File: src/rtl/fp_normalize_round_if.sv
// Bus bundle for the binary32 normalize-and-round stage: input beat handshake,
// leading-one detector results, and the packed result handshake.
interface fp_normalize_round_if;
    logic        in_valid;
    logic        in_ready;
    logic        sign;
    logic [7:0]  exp;
    logic [24:0] mant;
    logic [4:0]  position;
    logic        flag;
    logic        out_valid;
    logic        out_ready;
    logic [31:0] result;
    logic        overflow;
    logic        underflow;

    modport master (
        output in_valid, sign, exp, mant, position, flag, out_ready,
        input  in_ready, out_valid, result, overflow, underflow
    );

    modport slave (
        input  in_valid, sign, exp, mant, position, flag, out_ready,
        output in_ready, out_valid, result, overflow, underflow
    );
endinterface

File: src/rtl/fp_normalize_round.sv
// Two-stage normalize / round-to-nearest-even / pack pipeline that turns the raw
// 25-bit mantissa sum of the binary32 adder into an IEEE-754 word.
module fp_normalize_round (
    input  logic                  clk,
    input  logic                  rst,
    fp_normalize_round_if.slave   bus
);

    logic               s1_valid_q, s1_valid_d;
    logic               s1_sign_q, s1_sign_d;
    logic               s1_zero_q, s1_zero_d;
    logic               s1_uf_q, s1_uf_d;
    logic [22:0]        s1_frac_q, s1_frac_d;
    logic               s1_rbit_q, s1_rbit_d;
    logic signed [9:0]  s1_exp_q, s1_exp_d;

    logic               s2_valid_q, s2_valid_d;
    logic [31:0]        result_q, result_d;
    logic               overflow_q, overflow_d;
    logic               underflow_q, underflow_d;

    logic               accept;
    logic               s2_load;
    logic [4:0]         shamt;
    logic signed [9:0]  e_norm;
    logic               inc;
    logic [23:0]        frac_rnd;
    logic signed [9:0]  e_rnd;

    assign bus.in_ready  = ~s1_valid_q | ~s2_valid_q | bus.out_ready;
    assign bus.out_valid = s2_valid_q;
    assign bus.result    = result_q;
    assign bus.overflow  = overflow_q;
    assign bus.underflow = underflow_q;

    assign accept  = bus.in_valid & bus.in_ready;
    assign s2_load = s1_valid_q & (~s2_valid_q | bus.out_ready);

    // exp - position + 1 covers both the carry case (k=0) and the left-shift case.
    always_comb begin
        shamt  = bus.position - 5'd1;
        e_norm = $signed({2'b00, bus.exp}) - $signed({5'b00000, bus.position}) + 10'sd1;

        s1_valid_d = s1_valid_q;
        s1_sign_d  = s1_sign_q;
        s1_zero_d  = s1_zero_q;
        s1_uf_d    = s1_uf_q;
        s1_frac_d  = s1_frac_q;
        s1_rbit_d  = s1_rbit_q;
        s1_exp_d   = s1_exp_q;

        if (accept) begin
            s1_valid_d = 1'b1;
            s1_sign_d  = bus.sign;
            s1_zero_d  = bus.flag;
            s1_exp_d   = e_norm;
            s1_uf_d    = (e_norm <= 10'sd0);
            if (bus.position == 5'd0) begin
                s1_frac_d = bus.mant[23:1];
                s1_rbit_d = bus.mant[0];
            end else begin
                s1_frac_d = bus.mant[22:0] << shamt;
                s1_rbit_d = 1'b0;
            end
        end else if (s2_load) begin
            s1_valid_d = 1'b0;
        end
    end

    // Only one bit is ever discarded, so a tie is the sole rounding case.
    always_comb begin
        inc      = s1_rbit_q & s1_frac_q[0];
        frac_rnd = {1'b0, s1_frac_q} + {23'd0, inc};
        e_rnd    = s1_exp_q + $signed({9'd0, frac_rnd[23]});

        s2_valid_d  = s2_valid_q;
        result_d    = result_q;
        overflow_d  = overflow_q;
        underflow_d = underflow_q;

        if (s2_load) begin
            s2_valid_d  = 1'b1;
            overflow_d  = 1'b0;
            underflow_d = 1'b0;
            if (s1_zero_q) begin
                result_d = {s1_sign_q, 31'd0};
            end else if (s1_uf_q) begin
                result_d    = {s1_sign_q, 31'd0};
                underflow_d = 1'b1;
            end else if (e_rnd >= 10'sd255) begin
                result_d   = {s1_sign_q, 8'hFF, 23'd0};
                overflow_d = 1'b1;
            end else begin
                result_d = {s1_sign_q, e_rnd[7:0], frac_rnd[22:0]};
            end
        end else if (bus.out_ready) begin
            s2_valid_d = 1'b0;
        end
    end

    always_ff @(posedge clk) begin
        if (rst) begin
            s1_valid_q  <= 1'b0;
            s1_sign_q   <= 1'b0;
            s1_zero_q   <= 1'b0;
            s1_uf_q     <= 1'b0;
            s1_frac_q   <= 23'd0;
            s1_rbit_q   <= 1'b0;
            s1_exp_q    <= 10'sd0;
            s2_valid_q  <= 1'b0;
            result_q    <= 32'd0;
            overflow_q  <= 1'b0;
            underflow_q <= 1'b0;
        end else begin
            s1_valid_q  <= s1_valid_d;
            s1_sign_q   <= s1_sign_d;
            s1_zero_q   <= s1_zero_d;
            s1_uf_q     <= s1_uf_d;
            s1_frac_q   <= s1_frac_d;
            s1_rbit_q   <= s1_rbit_d;
            s1_exp_q    <= s1_exp_d;
            s2_valid_q  <= s2_valid_d;
            result_q    <= result_d;
            overflow_q  <= overflow_d;
            underflow_q <= underflow_d;
        end
    end

endmodule

File: src/flat_wrapper.sv
// flat-port wrapper written by rule: the top's interface ports become plain ports
module fp_normalize_round_flat 
  (clk, rst, bus_in_valid, bus_sign, bus_exp, bus_mant, bus_position, bus_flag, bus_out_ready, bus_in_ready, bus_out_valid, bus_result, bus_overflow, bus_underflow);
  fp_normalize_round_if bus_i ();
  input  logic clk;
  input  logic rst;
  input wire logic [$bits(bus_i.in_valid)-1:0] bus_in_valid;
  input wire logic [$bits(bus_i.sign)-1:0] bus_sign;
  input wire logic [$bits(bus_i.exp)-1:0] bus_exp;
  input wire logic [$bits(bus_i.mant)-1:0] bus_mant;
  input wire logic [$bits(bus_i.position)-1:0] bus_position;
  input wire logic [$bits(bus_i.flag)-1:0] bus_flag;
  input wire logic [$bits(bus_i.out_ready)-1:0] bus_out_ready;
  output wire logic [$bits(bus_i.in_ready)-1:0] bus_in_ready;
  output wire logic [$bits(bus_i.out_valid)-1:0] bus_out_valid;
  output wire logic [$bits(bus_i.result)-1:0] bus_result;
  output wire logic [$bits(bus_i.overflow)-1:0] bus_overflow;
  output wire logic [$bits(bus_i.underflow)-1:0] bus_underflow;
  assign bus_i.in_valid = bus_in_valid;
  assign bus_i.sign = bus_sign;
  assign bus_i.exp = bus_exp;
  assign bus_i.mant = bus_mant;
  assign bus_i.position = bus_position;
  assign bus_i.flag = bus_flag;
  assign bus_i.out_ready = bus_out_ready;
  assign bus_in_ready = bus_i.in_ready;
  assign bus_out_valid = bus_i.out_valid;
  assign bus_result = bus_i.result;
  assign bus_overflow = bus_i.overflow;
  assign bus_underflow = bus_i.underflow;
  fp_normalize_round u_core (.clk(clk), .rst(rst), .bus(bus_i));
endmodule
File: config.mk
export PLATFORM = sky130hd
export DESIGN_NAME = fp_normalize_round_flat
export DESIGN_NICKNAME = d
export VERILOG_FILES = /design/src/rtl/fp_normalize_round_if.sv /design/src/rtl/fp_normalize_round.sv /design/src/flat_wrapper.sv
export SDC_FILE = /design/constraint.sdc
export NUM_CORES = 1
export LEC_CHECK = 0
export ABC_AREA = 1
export BUFFER_PORTS_ARGS = -buffer_cell sky130_fd_sc_hd__clkbuf_2
export CELL_PAD_IN_SITES_DETAIL_PLACEMENT = 2
export CELL_PAD_IN_SITES_GLOBAL_PLACEMENT = 2
export CORE_ASPECT_RATIO = 0.6
export CORE_MARGIN = 5
export CORE_UTILIZATION = 33
export CTS_CLUSTER_SIZE = 28
export DETAILED_ROUTE_END_ITERATION = 6
export PLACE_DENSITY = 0.95
export SLEW_MARGIN = 0
export SYNTH_ARGS = -nofsm -noshare
export SYNTH_HDL_FRONTEND = slang
export SYNTH_SLANG_ARGS = --single-unit
File: constraint.sdc
create_clock -name clk -period 9 [get_ports clk]
set_clock_uncertainty 0.15 [all_clocks]
set_input_delay 1.35 -clock clk [delete_from_list [all_inputs] [get_ports clk]]
set_output_delay 1.35 -clock clk [all_outputs]
set_load 0.02 [all_outputs]
======== After elaboration in Yosys (flattened, before gate mapping) ========
Index checks and enable logic that the tools add are counted.
word-level totals
  bits of input ports ..................... 44
  bits in registers ....................... 73
  logic and storage cells ................. 44
  output and inout bits ................... 36
  ROM bits ................................ 0
  bits in writable memories ............... 0
  latch bits .............................. 0
  memories kept ........................... 0
cells by class
  mux-type cells .......................... 14
  reduce and logical (&&, ||, !) cells .... 3
  eq/ne operators ......................... 0
  multipliers ............................. 0
  divide/modulo/power cells ............... 0
  bitwise operators ....................... 8
  shifts and indexed selects .............. 1
  $lt $le $gt $ge ......................... 2
  add/sub/neg operators ................... 5
operators by type and width
  cell                   number
  $mux 31                3
  $add 23x1->24          1
  $mux 23                1
  $shl 23x5->23          1
  $add 10x2->10          1
  $add 10x2->10 const B  1
  $ge 10x9->1 const B    1
  $le 10x1->1 const B    1
  $mux 1                 10
  $sub 8x5->9            1
  $logic_not 5->1        1
  $sub 5x1->5 const B    1
  $reduce_bool 2->1      2
  $and 1x1->1            3
  $or 1x1->1             3
  $not 1->1              2

======== Depth between registers and ports, before layout ========
Gate-level depths: netlist (run 1).
  word-level depth ........................ 7
  mapped depth ............................ 21
  gate-level depth less buffers ........... 20

======== Worst setup path after synthesis (run 1) ========
OpenSTA, ideal clock, no wires.
  path type ............................... input -> register
  start point ............................. in bus_exp[0]
  end point ............................... reg u_core.s1_exp_q[8]
  path slack .............................. 5.629 ns
  cell stages on the path ................. 16
  arrival time ............................ 3.105 ns
  cells stage by stage .................... inv_1 -> ha_1 -> inv_1 -> fa_1 -> ha_1 -> inv_1 -> nor2_1 -> nand3_1 -> nor2_2 -> nand2_1 -> nor2_1 -> nand3_1 -> nand2_1 -> nand2_1 -> o211ai_1 -> inv_1
on the way
  cells in the longest elaborated chain, start to end .. 2
RTL lines
  what                  line                       RTL
  from (decl)           flat_wrapper.sv:9          input wire logic [$bits(bus_i.exp)-1:0] bus_exp;
  $sub 8x5->9           fp_normalize_round.sv:42   e_norm = $signed({2'b00, bus.exp}) - $signed({5'b00000, bus.position}) + 10'sd1;
  $add 10x2->10         fp_normalize_round.sv:42
  to (signal assigned)  fp_normalize_round.sv:121  s1_exp_q <= s1_exp_d;
  to (decl)             fp_normalize_round.sv:15   logic signed [9:0] s1_exp_q, s1_exp_d;
Every way passes these cells.
A chain may end at the register's enable or synchronous reset.

======== Worst setup path after layout (run 1) ========
  start point ............................. in bus_position[0]
  end point ............................... reg u_core.s1_frac_q[20]
on the way
  cells in the longest elaborated chain, start to end .. 3
  elaborated cells between the ends (all ways) .. 4
  those cells by class .................... 1 x add/sub; 1 x shift; 1 x mux; 1 x reduce/logical
RTL lines
  what                  line                       RTL
  from (decl)           flat_wrapper.sv:11         input wire logic [$bits(bus_i.position)-1:0] bus_position;
  $sub 5x1->5           fp_normalize_round.sv:41   shamt = bus.position - 5'd1;
  $shl 23x5->23         fp_normalize_round.sv:62   s1_frac_d = bus.mant[22:0] << shamt;
  $mux 23 *             fp_normalize_round.sv:58   if (bus.position == 5'd0) begin
  to (signal assigned)  fp_normalize_round.sv:119  s1_frac_q <= s1_frac_d;
  to (decl)             fp_normalize_round.sv:13   logic [22:0] s1_frac_q, s1_frac_d;
Mark *: on every way between the ends. The rest lies on a longest branch, timed or not.

==> results of run 1 <==
## final cells by class
cell class / instances / area, um^2
Clock buffer: 13 / 260
Clock inverter: 3 / 15.0
Fill cell: 1913 / 9370
Inverter: 92 / 345
Multi-Input combinational cell: 620 / 3160
Sequential cell: 73 / 1460
Tap cell: 203 / 254
Timing Repair Buffer: 82 / 420
## through the flow
step / setup slack [ps] / hold slack (ps) / utilization / instances / power, uW
after floorplan: 5630 / 295 / - / 824 / 512
after global placement: 4610 / 305 / 0.369 / 1070 / 569
after detailed placement: 4520 / 309 / 0.369 / 1070 / 581
after CTS: 4860 / 318 / 0.387 / 1086 / 922
after global routing: 4570 / 346 / 0.387 / 1086 / 967
final: 4800 / 319 / 0.387 / 1086 / 916
## worst max-delay path by stage
stage                         start                                end  slack (ps)  cells after the start
floorplan                bus_exp[0]    u_core.s1_exp_q[8]$_SDFFE_PP0P_        5630                     16
detailed placement  bus_position[0]  u_core.s1_frac_q[20]$_SDFFE_PP0P_        4520                     11
global route        bus_position[0]  u_core.s1_frac_q[20]$_SDFFE_PP0P_        4570                     11
finish              bus_position[0]  u_core.s1_frac_q[20]$_SDFFE_PP0P_        4800                     11
global placement    bus_position[0]  u_core.s1_frac_q[20]$_SDFFE_PP0P_        4610                     11
CTS                 bus_position[0]  u_core.s1_frac_q[20]$_SDFFE_PP0P_        4860                     11
## layout by cell type (no fill, tap or decap), types with 2 or more instances in the layout
cell type / synthesis / layout
nor3_1: 8 / 8
ha_1: 10 / 10
clkinv_2: 0 / 3
a41oi_1: 3 / 3
mux2i_1: 7 / 7
o211ai_1: 17 / 17
or2_2: 3 / 3
a31oi_1: 17 / 17
clkbuf_8: 0 / 2
nand2_1: 241 / 241
o21ai_0: 72 / 72
nand3_2: 5 / 5
nor2_1: 51 / 50
a21oi_1: 56 / 56
xnor2_1: 3 / 3
inv_2: 5 / 5
nand4_1: 18 / 18
clkbuf_2: 0 / 78
o21ai_1: 3 / 3
nor3_2: 2 / 2
buf_4: 4 / 4
nand3b_1: 8 / 8
nand3_1: 65 / 65
dfxtp_1: 73 / 73
clkbuf_1: 27 / 2
nor2_2: 4 / 4
xor2_1: 10 / 10
inv_1: 86 / 86
clkbuf_16: 0 / 9
nor2_4: 2 / 3
## metal layers
metal | global-route usage | part of all wire | vias to the layer above
met4 | 0.0266 | 0.0067 | 0
met5 | 0 | 0 | -
met3 | 0.0346 | 0.031 | 13
li1 | - | - | 2836
met1 | 0.290 | 0.49 | 2811
met2 | 0.367 | 0.47 | 78
## cell families (layout without fill, tap and decap cells)
kind of cell	Yosys count	in the layout	synth area share
and+or+nand+nor	413	413	0.355
xor gates and xnor gates	14	14	0.0276
DFF	73	73	0.285
buffers and inverters	131	190	0.101
adders and majority gates	11	11	0.0283
muxes	7	7	0.0137
AOI/OAI and AO/OA	175	175	0.190
## worst max-delay path, stage by stage
cell and delay [ps]:
clkbuf_2 470, inv_2 290, ha_1 360, buf_4 300, inv_1 290, mux2i_1 220, o21ai_0 550, nand2_1 110
nand3_1 130, o21bai_1 80, a21oi_1 130
## sequential cells by signal (all words and copies together), names as in the netlist
register and cells:
u_core.bus.out_valid 1, u_core.bus.overflow 1, u_core.bus.result 32, u_core.bus.underflow 1, u_core.s1_exp_q 10, u_core.s1_frac_q 23, u_core.s1_rbit_q 1, u_core.s1_sign_q 1
u_core.s1_uf_q 1, u_core.s1_valid_q 1, u_core.s1_zero_q 1
## power by group through the flow
stage          combinational, uW  clock [uW]  sequential, uW
3_5_place_dp                 214           0             367
4_1_cts                      217         344             361
6_report                     217         338             361
2_1_floorplan                145           0             366
5_1_grt                      244         360             363
3_3_place_gp                 204           0             365
==> flow_summary.ini, run 1 <==
[logic_synthesis]
avgSynthCellArea_um2 = 6.22
synth_nets = 879
async_reset_ff_frac = 0
syn-cell-area_mm2 = 0.00513
synth.top_cell.area_share = 0.285
netlist_instances = 824
netlist-cell-type-count = 43
synth_commonest_cells = nand2_1 (241), inv_1 (86), dfxtp_1 (73)
ys_seq_elements = 73
yosysMostFrequentCell = nand2_1
synthTopCellsByArea = dfxtp_1 (29%), nand2_1 (18%), o21ai_0 (7.0%)
synth-edff-count = 0
yosys_warnings = 0
synth_ff_type = dfxtp_1
synth_top_area_cell = dfxtp_1
yosysSeqAreaShare = 0.285

[timing]
relSlewSlack = 0.221
min_period_ps = 4200
fmax_mhz = 238
worstMarginPinSlew_ps = 1170
setup_viol = 0
rsz0062_at_grt = false
drv_slew = 0
period_share = 0.466
hold_viol_final = 0
final.setup.tns_ps = 0

[clocking]
cts.sinks = 73
cts_tree = yes
worstSkewPairLatency_ps = 340
cts_buffers = 9
post_cts_buffers = 0
ctsResizeCount = 0
cts_max_level = 3
clk_pin_slew_ps = 60
clock-root-buffer = clkbuf_16
postCtsHoldBufs = 0
clk_path_buf_depth = 2

[setup_path]
rr_startpoint = u_core.s1_frac_q[3]$_SDFFE_PP0P_
path_max_fanout = 35
worstSetupEndpointType = flip-flop
cp.arrival_ps = 4290
setup.worst_path.class = input pin to flip-flop
reg2reg_depth = 19
r2r-end = u_core.bus.result[14]$_SDFFE_PP0P_
cp.required_ps = 9100
reg2reg_slack_ps = 5050
startpoint_type = input pin

[routing]
viasPerCell = 5.28
firstDrtPassIters = 4
vias = 5738
drc = 0
drt_iter0_drc = 253
routed_wl_um = 19100
ant_nets = 0
wl_per_cell_um = 17.6

[job]
maxCapViolCount = 0

[grt]
grt_max_degree = 60
grt_first_pass_wirelength_um = 31700
grt_antenna_before_repair = 0
first_global_vias = 6189
grt_overflow = 0
track_usage = 0.213

[final_layout]
final_area_mm2 = 0.00591
drive_above_1_share = 0.139
nets = 933
diodes = 0
area.growth.synth_to_final_pct = 15.3

[power_and_ir_drop]
power.switching_uw = 306
comb_power_share = 0.236
power.density_mw_per_mm2 = 155
power_switching_share = 0.334
vdd_ir_drop_max_uv = 70.2
power.share.sequential = 0.394
clkPwrFrac = 0.370
p_leak_uw = 0.00263
p_int_uw = 609

[floorplan]
die_w_um = 171
io_pins = 80
initial_core_util = 0.335
core.rowCount = 35
die-area_mm2 = 0.0182
core_area_mm2 = 0.0153
die_h_um = 107

[outcome]
status = finished clean

[hold_path]
hold_path_end = u_core.bus.result[18]$_SDFFE_PP0P_
hold_depth = 2
min_from = u_core.bus.result[18]$_SDFFE_PP0P_
hp-class = flip-flop to flip-flop

[placed_design]
place.gp.congestion = 0.853
dpl.hpwl_um = 14700
place_area_mm2 = 0.00564
port_buffers = 78
Power figures use the tool's default switching activity.
==> run 2, diff against run 1 <==
--- a/config.mk
+++ b/config.mk
@@ -11,10 +11,10 @@
 export CELL_PAD_IN_SITES_GLOBAL_PLACEMENT = 2
 export CORE_ASPECT_RATIO = 0.6
 export CORE_MARGIN = 5
-export CORE_UTILIZATION = 33
+export CORE_UTILIZATION = 28
 export CTS_CLUSTER_SIZE = 28
 export DETAILED_ROUTE_END_ITERATION = 6
-export PLACE_DENSITY = 0.95
+export PLACE_DENSITY = 0.88
 export SLEW_MARGIN = 0
 export SYNTH_ARGS = -nofsm -noshare
 export SYNTH_HDL_FRONTEND = slang
==> constraint.sdc (replaced) <==
create_clock -name clk -period 3.42 [get_ports clk]
set_clock_uncertainty 0.15 [all_clocks]
set_input_delay 0.513 -clock clk [delete_from_list [all_inputs] [get_ports clk]]
set_output_delay 0.513 -clock clk [all_outputs]
set_load 0.02 [all_outputs]
==> run 2 against run 1 <==
  * Combinational power grew to 3.0 times the previous value
  * Highest routed layer unchanged
  * Non-clock buffer count up 41
  * Design area rose by 9.8%
  * Critical path type is now flip-flop to flip-flop
  * Sequential power rose to 2.6 times the previous value
  * Flip-flop and latch count unchanged
  * Hold slack worse by 69 ps
  * Worst setup slack got worse by 4600 ps
  * Clock-buffer cell count decreased by 3
  * Register-to-register slack worse by 4900 ps
==> flow_summary.ini, run 2 (same netlist as run 1, synthesis figures left out) <==
[routing]
drc = 0
drt_iter0_drc = 241
firstDrtPassIters = 4
viasPerCell = 5.16
routed_wl_um = 21500
ant_nets = 0
vias = 6009
wl_per_cell_um = 18.5

[power_and_ir_drop]
power.density_mw_per_mm2 = 395
power_switching_share = 0.340
vdd_ir_drop_max_uv = 194
power_uw = 2560
p_leak_uw = 0.00287
p_int_uw = 1690
clkPwrFrac = 0.377
power.share.sequential = 0.371
comb_power_share = 0.252
power.switching_uw = 871

[hold_path]
hp-class = input pin to flip-flop
hold_depth = 3
hold_path_end = u_core.s1_sign_q$_SDFFE_PP0P_
min_from = bus_sign

[grt]
grt_first_pass_wirelength_um = 34800
grt-busiest-layer = met2
use_met1 = 0.267
first_global_vias = 6555
grt_max_degree = 59
grt_overflow = 0
grt_antenna_before_repair = 0
gr-usage-met3 = 0.0379
use_met2 = 0.359
track_usage = 0.204

[final_layout]
nFillCells = 2227
fin_util = 0.360
largest_reg_flops = 32
final_common_cell = nand2_1
drive_above_1_share = 0.220
final_area_mm2 = 0.00649
area.growth.synth_to_final_pct = 26.6
diodes = 0
nets = 974
layout_common_cells = nand2_1 (230), inv_1 (81), clkbuf_2 (78), o21ai_0 (70), dfxtp_1 (68)

[clocking]
clk_path_buf_depth = 2
worstSkewPairLatency_ps = 340
clk_pin_slew_ps = 60
cts.sinks = 73
cts_buffers = 9
cts_tree = yes
postCtsHoldBufs = 0
cts_max_level = 3
clock-root-buffer = clkbuf_16

[setup_path]
setup.worst_path.class = flip-flop to flip-flop
cp.required_ps = 3530
cp.arrival_ps = 3360
rr_startpoint = u_core.s1_frac_q[3]$_SDFFE_PP0P_
reg2reg_depth = 23
r2r-end = u_core.bus.result[28]$_SDFFE_PP0P_
worstSetupEndpointType = flip-flop
reg2reg_slack_ps = 170
startpoint_type = flip-flop
path_max_fanout = 9

[placed_design]
dpl.hpwl_um = 16100
place_area_mm2 = 0.00589
port_buffers = 78
place.gp.congestion = 0.871
pre_cts_ws_ps = -82.0

[floorplan]
core.rowCount = 38
die_h_um = 115
io_pins = 80
core_area_mm2 = 0.0180
initial_core_util = 0.285
die_w_um = 185
die-area_mm2 = 0.0212

[job]
maxCapViolCount = 0

[timing]
relSlewSlack = 0.413
hold_viol_final = 0
worstMarginPinSlew_ps = 880
fin_ws_ps = 170
rsz0062_at_grt = true
period_share = 0.950
fmax_mhz = 308
setup_viol = 0
min_period_ps = 3250
drv_slew = 0

[outcome]
status = finished clean
run 2: worst max-delay path by stage:
| stage | startpoint | endpoint | depth (start not counted) |
|---|---|---|---|
| final | u_core.s1_frac_q[3]$_SDFFE_PP0P_ | u_core.bus.result[28]$_SDFFE_PP0P_ | 23 |
| after global routing | u_core.s1_frac_q[3]$_SDFFE_PP0P_ | u_core.bus.result[28]$_SDFFE_PP0P_ | 23 |
| after CTS | u_core.s1_frac_q[4]$_SDFFE_PP0P_ | u_core.bus.result[11]$_SDFFE_PP0P_ | 22 |
| after detailed placement | u_core.s1_frac_q[4]$_SDFFE_PP0P_ | u_core.bus.result[9]$_SDFFE_PP0P_ | 22 |
| after global placement | u_core.s1_frac_q[4]$_SDFFE_PP0P_ | u_core.bus.result[9]$_SDFFE_PP0P_ | 20 |
| after floorplan | u_core.s1_frac_q[3]$_SDFFE_PP0P_ | u_core.bus.result[11]$_SDFFE_PP0P_ | 20 |
run 2: what timing repair did:
action                                 4_1_cts  5_1_grt
gates cloned                                 1        0
endpoints found under the hold margin        0        0
setup endpoints to repair                   32       32
buffers inserted                             9        6
pin swaps                                   11       13
gates resized for setup                     34       17
run 2: worst max-delay path, stage by stage (launching register included):
cell     delay (ps)
dfxtp_2         340
inv_2            50
nor3_4          200
nand3_2         120
nor2_4          120
nand2_2          70
nor4_2          130
buf_4           150
nand4_1          90
nor2_2          130
ha_2            220
buf_6           100
nand2_2          50
nand2_2         100
nand2_2          60
inv_2            60
nand4_1         110
nor2_2          160
nand3_2         100
nand2_2         100
buf_4           110
buf_4           100
nand3_4         120
a31oi_1         200
run 2: stage by stage:
stage / TNS (ps) / instances / hold slack (ps)
5_1_grt: -130 / 1164 / 277
2_1_floorplan: 0 / 824 / 295
6_report: 0 / 1164 / 250
3_5_place_dp: -298 / 1133 / 316
3_3_place_gp: 0 / 1133 / 307
4_1_cts: -253 / 1159 / 258
run 2: power groups by stage:
stage	logic (uW)	registers (uW)	clock network, uW
2_1_floorplan	382	964	0
3_3_place_gp	572	959	0
3_5_place_dp	605	962	0
4_1_cts	637	947	974
5_1_grt	720	957	1020
6_report	646	951	965
run 2: area by class of cell:
cell class                 instances  area (um^2)  area share
multi-input combinational        620         3320       0.512
inverter                          92          345      0.0532
clock buffer                      10          239      0.0368
tap                              240          300      0.0463
sequential                        73         1470       0.226
clock inverter                     6         57.6     0.00887
timing repair buffer             123          757       0.117
run 2: routing by layer:
| metal | share of wire | up-vias |
|---|---|---|
| li1 | - | 2926 |
| met1 | 0.47 | 2958 |
| met2 | 0.48 | 100 |
| met3 | 0.033 | 25 |
| met4 | 0.011 | 0 |
| met5 | 0 | - |
==> run 3, diff against run 2 <==
--- a/config.mk
+++ b/config.mk
@@ -14,6 +14,7 @@
 export CORE_UTILIZATION = 28
 export CTS_CLUSTER_SIZE = 28
 export DETAILED_ROUTE_END_ITERATION = 6
+export MAX_ROUTING_LAYER = met4
 export PLACE_DENSITY = 0.88
 export SLEW_MARGIN = 0
 export SYNTH_ARGS = -nofsm -noshare
==> run 3 against run 2 <==
  * Flip-flop and latch count stayed put
  * Register-to-register slack hardly changed
  * Clock power hardly changed
  * Wire length hardly changed
  * Sequential share of layout area stayed put
  * Utilization stayed put
  * Non-clock buffer count stayed put
  * Design area stayed put
  * Hold slack better by 0.87 ps
  * Largest cell class unchanged
==> flow_summary.ini, run 3 (same netlist as run 1, synthesis figures left out) <==
[grt]
grt_max_degree = 59
first_global_vias = 6560
track_usage = 0.210
grt_first_pass_wirelength_um = 34800
grt_antenna_before_repair = 0
grt_overflow = 0

[setup_path]
startpoint_type = flip-flop
crit_buf_inv = 6
reg2reg_depth = 23
r2r-end = u_core.bus.result[28]$_SDFFE_PP0P_
crit_path_cell_trace = inv_2 -> nor3_4 -> nand3_2 -> nor2_4 -> nand2_2 -> nor4_2 -> buf_4 -> nand4_1 -> nor2_2 -> ha_2 -> buf_6 -> nand2_2 -> nand2_2 -> nand2_2 -> inv_2 -> nand4_1 -> nor2_2 -> nand3_2 -> nand2_2 -> buf_4 -> buf_4 -> nand3_4 -> a31oi_1
cp.arrival_ps = 3360
worstSetupEndpointType = flip-flop
rr_startpoint = u_core.s1_frac_q[3]$_SDFFE_PP0P_
cpMostUsedCell = nand2_2
cp.required_ps = 3530
cp_top_family = simple AND/OR/NAND/NOR gates
critPathSlowestCell = dfxtp_2
setup.worst_path.class = flip-flop to flip-flop
reg2reg_slack_ps = 170
slowest_delay_ps = 340
path_max_fanout = 9

[routing]
firstDrtPassIters = 4
routed_wl_um = 21500
vias = 5990
viasPerCell = 5.15
ant_nets = 0
drc = 0
wl_per_cell_um = 18.5
drt_iter0_drc = 264

[placed_design]
place_area_mm2 = 0.00589
place.gp.congestion = 0.886
dpl.hpwl_um = 16100
pre_cts_ws_ps = -82.0
port_buffers = 78

[clocking]
clk_pin_slew_ps = 60
cts_tree = yes
clk_path_buf_depth = 2
cts_max_level = 3
worstSkewPairLatency_ps = 340
cts.sinks = 73
clock-root-buffer = clkbuf_16
postCtsHoldBufs = 0
cts_buffers = 9

[timing]
period_share = 0.951
hold_viol_final = 0
drv_slew = 0
setup_viol = 0
rsz0062_at_grt = true
min_period_ps = 3250
relSlewSlack = 0.413
fin_ws_ps = 169
worstMarginPinSlew_ps = 880
fmax_mhz = 308

[floorplan]
core_area_mm2 = 0.0180
io_pins = 80
die_h_um = 115
die-area_mm2 = 0.0212
initial_core_util = 0.285
die_w_um = 185
core.rowCount = 38

[hold_path]
hp-class = input pin to flip-flop
hold_path_end = u_core.s1_sign_q$_SDFFE_PP0P_
hold_depth = 3
min_from = bus_sign

[power_and_ir_drop]
power_uw = 2560
power.density_mw_per_mm2 = 394
power_switching_share = 0.339
power.switching_uw = 868
clkPwrFrac = 0.376
comb_power_share = 0.252
power.share.sequential = 0.372
vdd_ir_drop_max_uv = 195
p_leak_uw = 0.00287
p_int_uw = 1690

[outcome]
status = finished clean

[final_layout]
final_common_cell = nand2_1
largest_reg_flops = 32
final_area_mm2 = 0.00649
drive_above_1_share = 0.220
area.growth.synth_to_final_pct = 26.6
layout_common_cells = nand2_1 (230), inv_1 (81), clkbuf_2 (78), o21ai_0 (70), dfxtp_1 (68)
diodes = 0
nets = 974

[job]
maxCapViolCount = 0
-- run 3: cell counts in the layout (fill, tap and decap cells not counted) --
Identical to the previous run, type by type.
-- run 3: repair_timing --
| action | in CTS | in global routing |
|---|---|---|
| hold endpoints to repair | 0 | 0 |
| setup buffers | 9 | 6 |
| cloned | 1 | 0 |
| pin swaps | 11 | 13 |
| gates resized for setup | 34 | 17 |
| setup endpoints to repair | 32 | 32 |
-- run 3: worst max path at each step --
stage	start	end	slack, ps	cells past startpoint
final	u_core.s1_frac_q[3]$_SDFFE_PP0P_	u_core.bus.result[28]$_SDFFE_PP0P_	170	23
after global routing	u_core.s1_frac_q[3]$_SDFFE_PP0P_	u_core.bus.result[28]$_SDFFE_PP0P_	-40	23
after CTS	u_core.s1_frac_q[4]$_SDFFE_PP0P_	u_core.bus.result[11]$_SDFFE_PP0P_	-40	22
after detailed placement	u_core.s1_frac_q[4]$_SDFFE_PP0P_	u_core.bus.result[9]$_SDFFE_PP0P_	-80	22
after global placement	u_core.s1_frac_q[4]$_SDFFE_PP0P_	u_core.bus.result[9]$_SDFFE_PP0P_	290	20
after floorplan	u_core.s1_frac_q[3]$_SDFFE_PP0P_	u_core.bus.result[11]$_SDFFE_PP0P_	530	20
-- run 3: layout make-up --
cell class                      instances  area (um^2)
Clock buffer                           10          239
Clock inverter                          6         57.6
Fill cell                            2227        11500
Inverter                               92          345
Multi-Input combinational cell        620         3320
Sequential cell                        73         1470
Tap cell                              240          300
Timing Repair Buffer                  123          757
-- run 3: power groups by stage --
stage               clock network (uW)  registers [uW]  logic (uW)
floorplan                            0             964         382
global placement                     0             959         572
global route                      1020             957         720
CTS                                974             947         637
detailed placement                   0             962         605
finish                             963             951         645
-- run 3: metal layers --
layer	vias to the layer above	part of all wire	global-route usage
li1	2924	-	-
met1	2951	0.47	0.267
met2	90	0.49	0.360
met3	25	0.032	0.0367
met4	0	0.010	0.0347
met5	-	0	-
-- run 3: worst register-to-register path: cells and delay by family, from the launching register on --
kind                       cells  cell delay [ps]
and+or+nand+nor               15             1680
DFF                            1              340
buffers and inverters          6              570
AOI/OAI and AO/OA              1              200
adders and majority gates      1              220
-- run 3: through the flow --
stage	util	setup TNS, ps	hold slack (ps)	cells
3_5_place_dp	0.327	-298	316	1133
6_report	0.360	0	251	1164
3_3_place_gp	0.327	0	307	1133
2_1_floorplan	-	0	295	824
4_1_cts	0.355	-253	258	1159
5_1_grt	0.360	-126	279	1164
